<file path="src/rtl/accelerator_vector_integration_feeder.sv">
// -----------------------------------------------------------------------------
// accelerator_vector_integration_feeder
//
// Upstream stage of the vector integration accelerator. Samples from the
// producer are buffered in a FIFO. On START the run configuration is latched
// and the integrator is kicked. Elements are then streamed to it one per
// request, with the first element of each vector tagged. READY pulses once
// the integrator reports completion.
//
// Ports:
//   CLK, RST                         clock, asynchronous active-high reset
//   START / READY                    run start (IDLE only) / end-of-run pulse
//   WRITE_ENABLE, DATA_IN            producer push interface
//   FULL, EMPTY, COUNT               registered FIFO status
//   SIZE_IN/PERIOD_IN/LENGTH_IN      run configuration
//   SIZE_OUT/PERIOD_OUT/LENGTH_OUT   latched configuration to integrator
//   INTEGRATION_START                one-cycle start pulse to integrator
//   INTEGRATION_READY                integrator finished
//   ELEMENT_REQUEST                  integrator asks for next element
//   DATA_OUT, DATA_OUT_VECTOR_ENABLE element and its valid pulse
//   DATA_OUT_SCALAR_ENABLE           pulses with the first element of a vector
//
// Optional feature macro: ACCELERATOR_VECTOR_INTEGRATION_FEEDER_OVERFLOW_EN
//   When defined, adds OVERFLOW: sticky flag set by any push attempt while
//   FULL, cleared by an accepted START.
// -----------------------------------------------------------------------------
module accelerator_vector_integration_feeder #(
    parameter int unsigned DATA_SIZE    = 64,
    parameter int unsigned CONTROL_SIZE = 64,
    parameter int unsigned FIFO_DEPTH   = 16
) (
    input  logic                          CLK,
    input  logic                          RST,
    input  logic                          START,
    output logic                          READY,
    input  logic                          WRITE_ENABLE,
    input  logic [DATA_SIZE-1:0]          DATA_IN,
    output logic                          FULL,
    output logic                          EMPTY,
    output logic [$clog2(FIFO_DEPTH):0]   COUNT,
    input  logic [DATA_SIZE-1:0]          SIZE_IN,
    input  logic [DATA_SIZE-1:0]          PERIOD_IN,
    input  logic [DATA_SIZE-1:0]          LENGTH_IN,
    output logic [DATA_SIZE-1:0]          SIZE_OUT,
    output logic [DATA_SIZE-1:0]          PERIOD_OUT,
    output logic [DATA_SIZE-1:0]          LENGTH_OUT,
    output logic                          INTEGRATION_START,
    input  logic                          INTEGRATION_READY,
    input  logic                          ELEMENT_REQUEST,
    output logic [DATA_SIZE-1:0]          DATA_OUT,
    output logic                          DATA_OUT_VECTOR_ENABLE,
    output logic                          DATA_OUT_SCALAR_ENABLE
`ifdef ACCELERATOR_VECTOR_INTEGRATION_FEEDER_OVERFLOW_EN
    ,
    output logic                          OVERFLOW
`endif
);

    // CONTROL_SIZE has no internal use; folded in as a zero term so it is referenced.
    localparam int unsigned AW = $clog2(FIFO_DEPTH) + 0 * CONTROL_SIZE;
    localparam int unsigned CW = AW + 1;

    typedef enum logic [1:0] {
        S_IDLE,
        S_STREAM,
        S_END
    } state_t;

    state_t                 state_q;
    logic [DATA_SIZE-1:0]   mem_q [FIFO_DEPTH];
    logic [AW-1:0]          wr_ptr_q;
    logic [AW-1:0]          rd_ptr_q;
    logic [CW-1:0]          count_q;
    logic [CW-1:0]          count_d;
    logic                   full_q;
    logic                   empty_q;
    logic [DATA_SIZE-1:0]   size_q;
    logic [DATA_SIZE-1:0]   period_q;
    logic [DATA_SIZE-1:0]   length_q;
    logic [DATA_SIZE-1:0]   elem_q;
    logic [DATA_SIZE-1:0]   vec_q;
    logic                   pending_q;
    logic [DATA_SIZE-1:0]   data_q;
    logic                   vec_en_q;
    logic                   scl_en_q;
    logic                   istart_q;
    logic                   ready_q;
`ifdef ACCELERATOR_VECTOR_INTEGRATION_FEEDER_OVERFLOW_EN
    logic                   overflow_q;
`endif

    logic push_en;
    logic pop_en;
    logic last_elem;
    logic last_vec;

    // A push while FULL is dropped even if a pop frees a slot this cycle.
    assign push_en   = WRITE_ENABLE && !full_q;
    assign pop_en    = (state_q == S_STREAM) && (ELEMENT_REQUEST || pending_q) && !empty_q;
    assign last_elem = (elem_q == length_q - DATA_SIZE'(1));
    assign last_vec  = (vec_q == size_q - DATA_SIZE'(1));

    // Occupancy after this edge.
    always_comb begin
        count_d = count_q;
        if (push_en && !pop_en) begin
            count_d = count_q + CW'(1);
        end else if (!push_en && pop_en) begin
            count_d = count_q - CW'(1);
        end
    end

    // FIFO storage; contents need no reset since the pointers are flushed.
    always_ff @(posedge CLK) begin
        if (push_en) begin
            mem_q[wr_ptr_q] <= DATA_IN;
        end
    end

    // FIFO pointers, run control FSM and registered outputs.
    always_ff @(posedge CLK or posedge RST) begin
        if (RST) begin
            state_q    <= S_IDLE;
            wr_ptr_q   <= '0;
            rd_ptr_q   <= '0;
            count_q    <= '0;
            full_q     <= 1'b0;
            empty_q    <= 1'b1;
            size_q     <= '0;
            period_q   <= '0;
            length_q   <= '0;
            elem_q     <= '0;
            vec_q      <= '0;
            pending_q  <= 1'b0;
            data_q     <= '0;
            vec_en_q   <= 1'b0;
            scl_en_q   <= 1'b0;
            istart_q   <= 1'b0;
            ready_q    <= 1'b0;
`ifdef ACCELERATOR_VECTOR_INTEGRATION_FEEDER_OVERFLOW_EN
            overflow_q <= 1'b0;
`endif
        end else begin
            vec_en_q <= 1'b0;
            scl_en_q <= 1'b0;
            istart_q <= 1'b0;
            ready_q  <= 1'b0;

            if (push_en) begin
                wr_ptr_q <= wr_ptr_q + AW'(1);
            end
            if (pop_en) begin
                rd_ptr_q <= rd_ptr_q + AW'(1);
            end
            count_q <= count_d;
            full_q  <= (count_d == CW'(FIFO_DEPTH));
            empty_q <= (count_d == '0);

            case (state_q)
                S_IDLE: begin
                    if (START) begin
                        size_q    <= SIZE_IN;
                        period_q  <= PERIOD_IN;
                        length_q  <= LENGTH_IN;
                        elem_q    <= '0;
                        vec_q     <= '0;
                        pending_q <= 1'b0;
                        istart_q  <= 1'b1;
`ifdef ACCELERATOR_VECTOR_INTEGRATION_FEEDER_OVERFLOW_EN
                        overflow_q <= 1'b0;
`endif
                        // Degenerate run: nothing to stream, go straight to completion wait.
                        if (SIZE_IN == '0 || LENGTH_IN == '0) begin
                            state_q <= S_END;
                        end else begin
                            state_q <= S_STREAM;
                        end
                    end
                end
                S_STREAM: begin
                    if (pop_en) begin
                        data_q    <= mem_q[rd_ptr_q];
                        vec_en_q  <= 1'b1;
                        scl_en_q  <= (elem_q == '0);
                        pending_q <= 1'b0;
                        if (last_elem) begin
                            elem_q <= '0;
                            vec_q  <= vec_q + DATA_SIZE'(1);
                            if (last_vec) begin
                                state_q <= S_END;
                            end
                        end else begin
                            elem_q <= elem_q + DATA_SIZE'(1);
                        end
                    end else if (ELEMENT_REQUEST) begin
                        // Only reachable while EMPTY: remember one outstanding request.
                        pending_q <= 1'b1;
                    end
                end
                S_END: begin
                    if (INTEGRATION_READY) begin
                        ready_q <= 1'b1;
                        state_q <= S_IDLE;
                    end
                end
                default: state_q <= S_IDLE;
            endcase

`ifdef ACCELERATOR_VECTOR_INTEGRATION_FEEDER_OVERFLOW_EN
            if (WRITE_ENABLE && full_q) begin
                overflow_q <= 1'b1;
            end
`endif
        end
    end

    assign READY                  = ready_q;
    assign FULL                   = full_q;
    assign EMPTY                  = empty_q;
    assign COUNT                  = count_q;
    assign SIZE_OUT               = size_q;
    assign PERIOD_OUT             = period_q;
    assign LENGTH_OUT             = length_q;
    assign INTEGRATION_START      = istart_q;
    assign DATA_OUT               = data_q;
    assign DATA_OUT_VECTOR_ENABLE = vec_en_q;
    assign DATA_OUT_SCALAR_ENABLE = scl_en_q;
`ifdef ACCELERATOR_VECTOR_INTEGRATION_FEEDER_OVERFLOW_EN
    assign OVERFLOW               = overflow_q;
`endif

endmodule
</file>
<file path="config.mk">
export PLATFORM = sky130hd
export DESIGN_NAME = accelerator_vector_integration_feeder
export DESIGN_NICKNAME = d
export VERILOG_FILES = /design/src/rtl/accelerator_vector_integration_feeder.sv
export SDC_FILE = /design/constraint.sdc
export NUM_CORES = 2
export LEC_CHECK = 0
export ABC_CLOCK_PERIOD_IN_PS = 29900
export BUFFER_PORTS_ARGS = -buffer_cell sky130_fd_sc_hd__buf_4
export CAP_MARGIN = 20
export CELL_PAD_IN_SITES_DETAIL_PLACEMENT = 2
export CELL_PAD_IN_SITES_GLOBAL_PLACEMENT = 2
export CORE_ASPECT_RATIO = 2
export CORE_UTILIZATION = 45
export DETAILED_ROUTE_END_ITERATION = 8
export GPL_ROUTABILITY_DRIVEN = 0
export PLACE_DENSITY_LB_ADDON = 0.1
export SLEW_MARGIN = 20
export SYNTH_ARGS = -nofsm -noshare
export SYNTH_HDL_FRONTEND = slang
export SYNTH_SLANG_ARGS = --single-unit
</file>
<file path="constraint.sdc">
create_clock -name CLK -period 29.9 [get_ports CLK]
set_clock_uncertainty 0.15 [all_clocks]
set_input_delay 2.99 -clock CLK [delete_from_list [all_inputs] [get_ports CLK]]
set_output_delay 2.99 -clock CLK [all_outputs]
set_load 0.005 [all_outputs]
</file>
== Word-level counts from Yosys, hierarchy flattened ==
Memory sizes are Yosys's and may differ from the RTL's. A register that Yosys moved wholly into a read port is not among the register bits.
Index checks and enable logic that the tools add are counted.

* Memories: 1
* Logic and storage cells: 89
* Input port bits: 262
* Register bits after elaboration: 342
* Memory bits (writable): 1024
* Output and inout bits: 267

{| class="wikitable"
|+ Memory list
! memory !! depth !! width !! read ports !! clocked after memory_dff !! write ports !! line !! RTL
|-
| mem_q || 16 || 64 || 1 || 1 || 1 || 70 || <nowiki>logic [DATA_SIZE-1:0] mem_q [FIFO_DEPTH];</nowiki>
|}

* Mux-type cells: 30
* $add $sub $neg: 8
* Equality and inequality tests: 11
* Reduce and logical (&&, ||, !) cells: 23

{| class="wikitable"
|+ Operators with widths
! operator !! count
|-
| 64-bit two-way mux || 5
|-
| 64-bit case mux with 2 select lines || 2
|-
| 64-bit zero test || 3
|-
| 64-bit by 1-bit adder with 64-bit output (second input constant) || 2
|-
| 64-bit equality test || 2
|-
| 64-bit by 1-bit subtractor with 64-bit output (second input constant) || 2
|-
| 1-bit two-way mux || 13
|-
| 2-bit two-way mux || 6
|-
| 5-bit two-way mux || 2
|-
| 2-bit != test (second input constant) || 5
|-
| 4-bit by 1-bit adder with 4-bit output (second input constant) || 2
|-
| 2-bit case mux with 3 select lines || 1
|-
| 3-bit AND reduction || 2
|-
| 5-bit by 1-bit adder with 5-bit output (second input constant) || 1
|-
| 5-bit equality test (second input constant) || 1
|-
| 1-bit logical AND || 5
|-
| 5-bit zero test || 1
|-
| 5-bit AND reduction || 1
|-
| 5-bit by 1-bit subtractor with 5-bit output (second input constant) || 1
|-
| 1-bit zero test || 4
|-
| 2-bit AND reduction || 2
|-
| 4-bit AND reduction || 1
|-
| 3-bit != test (second input constant) || 1
|-
| 2-bit by 1-bit equality test with 1-bit output (second input constant) || 1
|-
| other kinds (5) || 6
|}

== Depth between registers and ports, before layout ==
* Depth in word-level cells: 7
* Gate-level depth with buffers: 16
* Mapped depth without buffers: 12

== Least setup slack after synthesis ==
Ideal clock, no wire load.

* Kind: input-to-reg
* Start point: in ELEMENT_REQUEST
* End point: reg elem_q[61]
* Required time: 29.619 ns
* Path buffers: 0
* Setup time: 0.131 ns
* Path slack: 23.665 ns
* Cell stages on the path: 10
* Arrival: 5.954 ns
* Cells stage by stage: o21ba_2 > nand2_1 > a2111oi_0 > nand2_1 > or3_1 > or2_2 > nor3_1 > nand4_1 > xor2_1 > nor2_1

* Cells in the longest elaborated chain, start to end: 5

{| class="wikitable"
|+ Ends and longest elaborated chain
! item !! line !! RTL
|-
| start: declaration || 49 || <nowiki>input logic ELEMENT_REQUEST,</nowiki>
|-
| 1-bit logical OR || 99 || <nowiki>assign pop_en = (state_q == S_STREAM) && (ELEMENT_REQUEST || pending_q) && !empty_q;</nowiki>
|-
| 1-bit logical AND (2 in a row) || 99 ||
|-
| 2-bit != test (no line) || n/a ||
|-
| 3-bit AND reduction (no line) || n/a ||
|-
| end signal: assignment || 193 || <nowiki>elem_q <= elem_q + DATA_SIZE'(1);</nowiki>
|-
| end: declaration || 80 || <nowiki>logic [DATA_SIZE-1:0] elem_q;</nowiki>
|}

Every way passes these cells.
A chain may end at the register's enable or synchronous reset.

== Worst setup path after layout ==
* Start point: reg length_q[0], in the netlist LENGTH_OUT[0]
* End point: reg vec_q[2]

* Cells in the longest elaborated chain, start to end: 4

{| class="wikitable"
|+ Ends and longest elaborated chain
! item !! line !! RTL
|-
| start: declaration || 79 || <nowiki>logic [DATA_SIZE-1:0] length_q;</nowiki>
|-
| start signal: assignment || 131 || <nowiki>length_q <= '0;</nowiki>
|-
| start signal: assignment || 164 || <nowiki>length_q <= LENGTH_IN;</nowiki>
|-
| 64-bit by 1-bit subtractor with 64-bit output || 100 || <nowiki>assign last_elem = (elem_q == length_q - DATA_SIZE'(1));</nowiki>
|-
| 64-bit equality test || 100 ||
|-
| 2-bit != test (no line) || n/a ||
|-
| 4-bit AND reduction (no line) || n/a ||
|-
| end signal: assignment || 188 || <nowiki>vec_q <= vec_q + DATA_SIZE'(1);</nowiki>
|-
| end: declaration || 81 || <nowiki>logic [DATA_SIZE-1:0] vec_q;</nowiki>
|}

Every way passes these cells.

==> run summary <==
Vias per Instance: 6.12
Max H-tree Level: 4
RSZ-0062 raised after global routing: false
Post-Syn Nets: 4796
Filler instances: 12500
Final setup margin: 23930 ps
Core area: 0.135 mm^2
Fin. Hold Viols: 0
Die area: 0.137 mm^2
Gr ovfl total: 0
Synth Instances: 4522
Routed length per placed instance: 31.8 um
Ys Warns: 0
Crit Path Class: reg -> reg
Antenna violations before repair: 14
Vias in the first global route: 46000
Fraction of layout cells with a size suffix above 1: 20.7%
Max Clk Rate: 0.168 GHz
Post-synth EDFFs: 1024
Hold path depth: 2
Initial DRC Count: 3005
RR Endpoint: vec_q[2]$_DFFE_PP0P_
Crit start category: flop
Row count: 191
Chip width: 263 um
Global-route wire length before repair: 318000 um
Worst Reg-to-Reg Cells: 13
First drt pass iteration count: 5
Setup_tns: 0 ps
Worst Path Required: 30420 ps
Worst flop-to-flop path startpoint: LENGTH_OUT[0]$_DFFE_PP0P_
Peak supply drop: 0.0000789 V
Post-synthesis average cell area: 13.5 um^2
Post-CTS sizing: 0
Yosys reg bits: 1430
Crit path cell chain: inv_1 > ha_1 > nor3b_1 > nand4_1 > nor4_2 > a21oi_1 > o22ai_1 > nor4_1 > and4_1 > a21oi_4 > buf_4 > o21ai_0 > a21oi_1
Die Ht: 523 um
Post-CTS setup buffers: 0
Final wirelength: 218000 um
Slowest cell on the critical path: nor4_2
Tightest Pin Transition: 1140 ps
CP bufs+invs: 2
Num CTS Buffers: 139
Post-route antenna net violation count: 0
Hold crit path type: reg -> reg
CP Data Arrival Time: 6490 ps
Root Driver: clkbuf_16
Clock Path Buffers: 4
Post-layout min period: 5970 ps
Worst R2R Setup Slack: 23930 ps
Starting Density: 45.3%
Worst slack, placed: 23230 ps
CTS tree: yes
Max stage delay on crit path: 960 ps
Post-layout net count: 5270
Ys async rst share: 28.4%
Clk sinks: 1430
Tcrit/Tclk final: 20.0%
# setup viols final: 0
Detailed placement HPWL: 133000 um
Hold Path End: PERIOD_OUT[25]$_DFFE_PP0P_
Cell mode on critical path: a21oi_1
Hold_sp: PERIOD_OUT[25]$_DFFE_PP0P_
Slew Viols, Final: 0
Clock latency on the worst-skew pair: 760 ps
Pwr Density: 86.2 mW/mm^2
Relative slew slack: 23.9%
P_leak: 0.0271 uW
Count of different cell masters after synthesis: 71
CP endpoint kind: flop
Crit Path Max Fanout: 110
Status: complete, no violations
IO buf count: 528
Largest net degree at the start of global routing: 122
Max-cap viol count: 0
Sequential area share after synthesis: 66.9%
CP delay by family, top: simple AND/OR/NAND/NOR gates
DR DRC count: 0
Syn Std Cell Area: 0.0612 mm^2
Main synth FF type: edfxtp_1
Via count: 41800
Area Growth Syn to Fin: 16.7%
Cts hold-fix bufs: 0
Total global routing track utilization: 31.4%
IO Count: 529
Reg clk slew, reported paths: 70 ps
final cells by class:
cell class	instances	area (um^2)	area share, %
sequential	1430	40900	57.4
multi-input combinational	2804	19200	26.9
timing repair buffer	584	4410	6.18
clock buffer	185	3860	5.40
tap	1737	2170	3.05
clock inverter	50	594	0.833
inverter	37	154	0.216
antenna	7	17.5	0.0245
sequential cells by signal, indices dropped and copies added (netlist names), 2 cells and up:
signal,count
state_q,2
PERIOD_OUT,64
LENGTH_OUT,64
SIZE_OUT,64
vec_q,64
COUNT,5
wr_ptr_q,4
mem_q,1024
DATA_OUT,64
rd_ptr_q,4
elem_q,64
where the power goes:
part	switching (uW)	internal, uW
clock network	792	1020
logic	1060	673
registers	227	2380
total	2080	4070
logic make-up (layout without fill, tap and decap cells):
kind of cell / count (synthesis) / after routing / synth area share [%]
buf+inv: 288 / 856 / 1.84
compound gates: 544 / 544 / 5.66
simple gates: 1605 / 1605 / 12.3
flops: 1430 / 1430 / 66.9
xor+xnor: 242 / 242 / 3.47
other cells: 0 / 7 / 0
fa+ha+maj: 12 / 12 / 0.245
mux: 401 / 401 / 9.62
routing by layer:
layer  part of all wire [%]  track usage [%]  up-vias
li1                       -                -    17900
met1                     37             35.7    22100
met2                     55             59.5     1432
met3                    4.7             4.11      414
met4                    3.7             11.9       12
met5                  0.035                0        -
worst max path at each step:
stage,from,endpoint,slack [ps],depth (start not counted)
4_1_cts,ELEMENT_REQUEST,elem_q[63]$_DFFE_PP0P_,23940,12
3_3_place_gp,ELEMENT_REQUEST,elem_q[61]$_DFFE_PP0P_,23200,12
6_report,LENGTH_OUT[0]$_DFFE_PP0P_,vec_q[2]$_DFFE_PP0P_,23930,13
5_1_grt,LENGTH_OUT[0]$_DFFE_PP0P_,vec_q[31]$_DFFE_PP0P_,23610,13
3_5_place_dp,ELEMENT_REQUEST,elem_q[61]$_DFFE_PP0P_,23230,12
2_1_floorplan,RST,COUNT[0]$_DFF_PP0_,15470,1
synthesized netlist by cell type (44+ instances only):
master | n | area (um^2)
clkbuf_1 | 196 | 736
xnor2_1 | 128 | 1120
nor2_1 | 157 | 589
nand2_1 | 874 | 3280
dfrtp_1 | 405 | 10100
nand3_1 | 82 | 410
o21ai_0 | 174 | 871
mux2_2 | 63 | 709
nor4_1 | 107 | 669
nor3_1 | 60 | 300
mux4_2 | 143 | 3220
edfxtp_1 | 1024 | 30700
nand4_1 | 76 | 475
mux2i_1 | 195 | 1950
a21oi_1 | 142 | 711
or4_1 | 44 | 330
xor2_1 | 114 | 998
o221ai_1 | 118 | 1030
layout by cell type, fill, tap and decap left out, types with 12 or more instances in the layout:
cell type | netlist | final
a21oi_1 | 142 | 140
a31oi_1 | 17 | 17
and2_4 | 0 | 16
and3_1 | 30 | 30
and4_1 | 16 | 16
buf_4 | 1 | 582
bufinv_16 | 0 | 13
clkbuf_1 | 196 | 30
clkbuf_16 | 0 | 143
clkbuf_8 | 0 | 12
clkinv_1 | 0 | 12
clkinv_2 | 0 | 15
dfrtp_1 | 405 | 401
edfxtp_1 | 1024 | 1024
ha_1 | 12 | 12
inv_1 | 37 | 35
mux2_2 | 63 | 63
mux2i_1 | 195 | 195
mux4_2 | 143 | 143
nand2_1 | 874 | 872
nand2b_1 | 20 | 18
nand3_1 | 82 | 82
nand4_1 | 76 | 76
nor2_1 | 157 | 155
nor3_1 | 60 | 60
nor4_1 | 107 | 106
o21ai_0 | 174 | 174
o221ai_1 | 118 | 118
o31ai_1 | 33 | 33
or2_2 | 12 | 12
or3_1 | 40 | 40
or4_1 | 44 | 44
xnor2_1 | 128 | 128
xor2_1 | 114 | 114
worst register-to-register path: cells and delay by family, from the launching register on:
kind,cells,cell delay [ps]
compound gates,5,1690
fa+ha+maj,1,260
buf+inv,2,960
flops,1,450
simple gates,5,2390
through the flow:
step | hold slack, ps | utilization (%) | std cells | instance area, um^2 | total power (uW)
finish | 329 | 52.8 | 6834 | 71400 | 6150
floorplan | 320 | - | 4522 | 61200 | 3560
global placement | 309 | 49.5 | 6592 | 66900 | 4210
detailed placement | 315 | 49.5 | 6592 | 66900 | 4340
CTS | 334 | 52.8 | 6827 | 71300 | 6200
global route | 347 | 52.8 | 6834 | 71400 | 6350
Power figures use the tool's default switching activity.
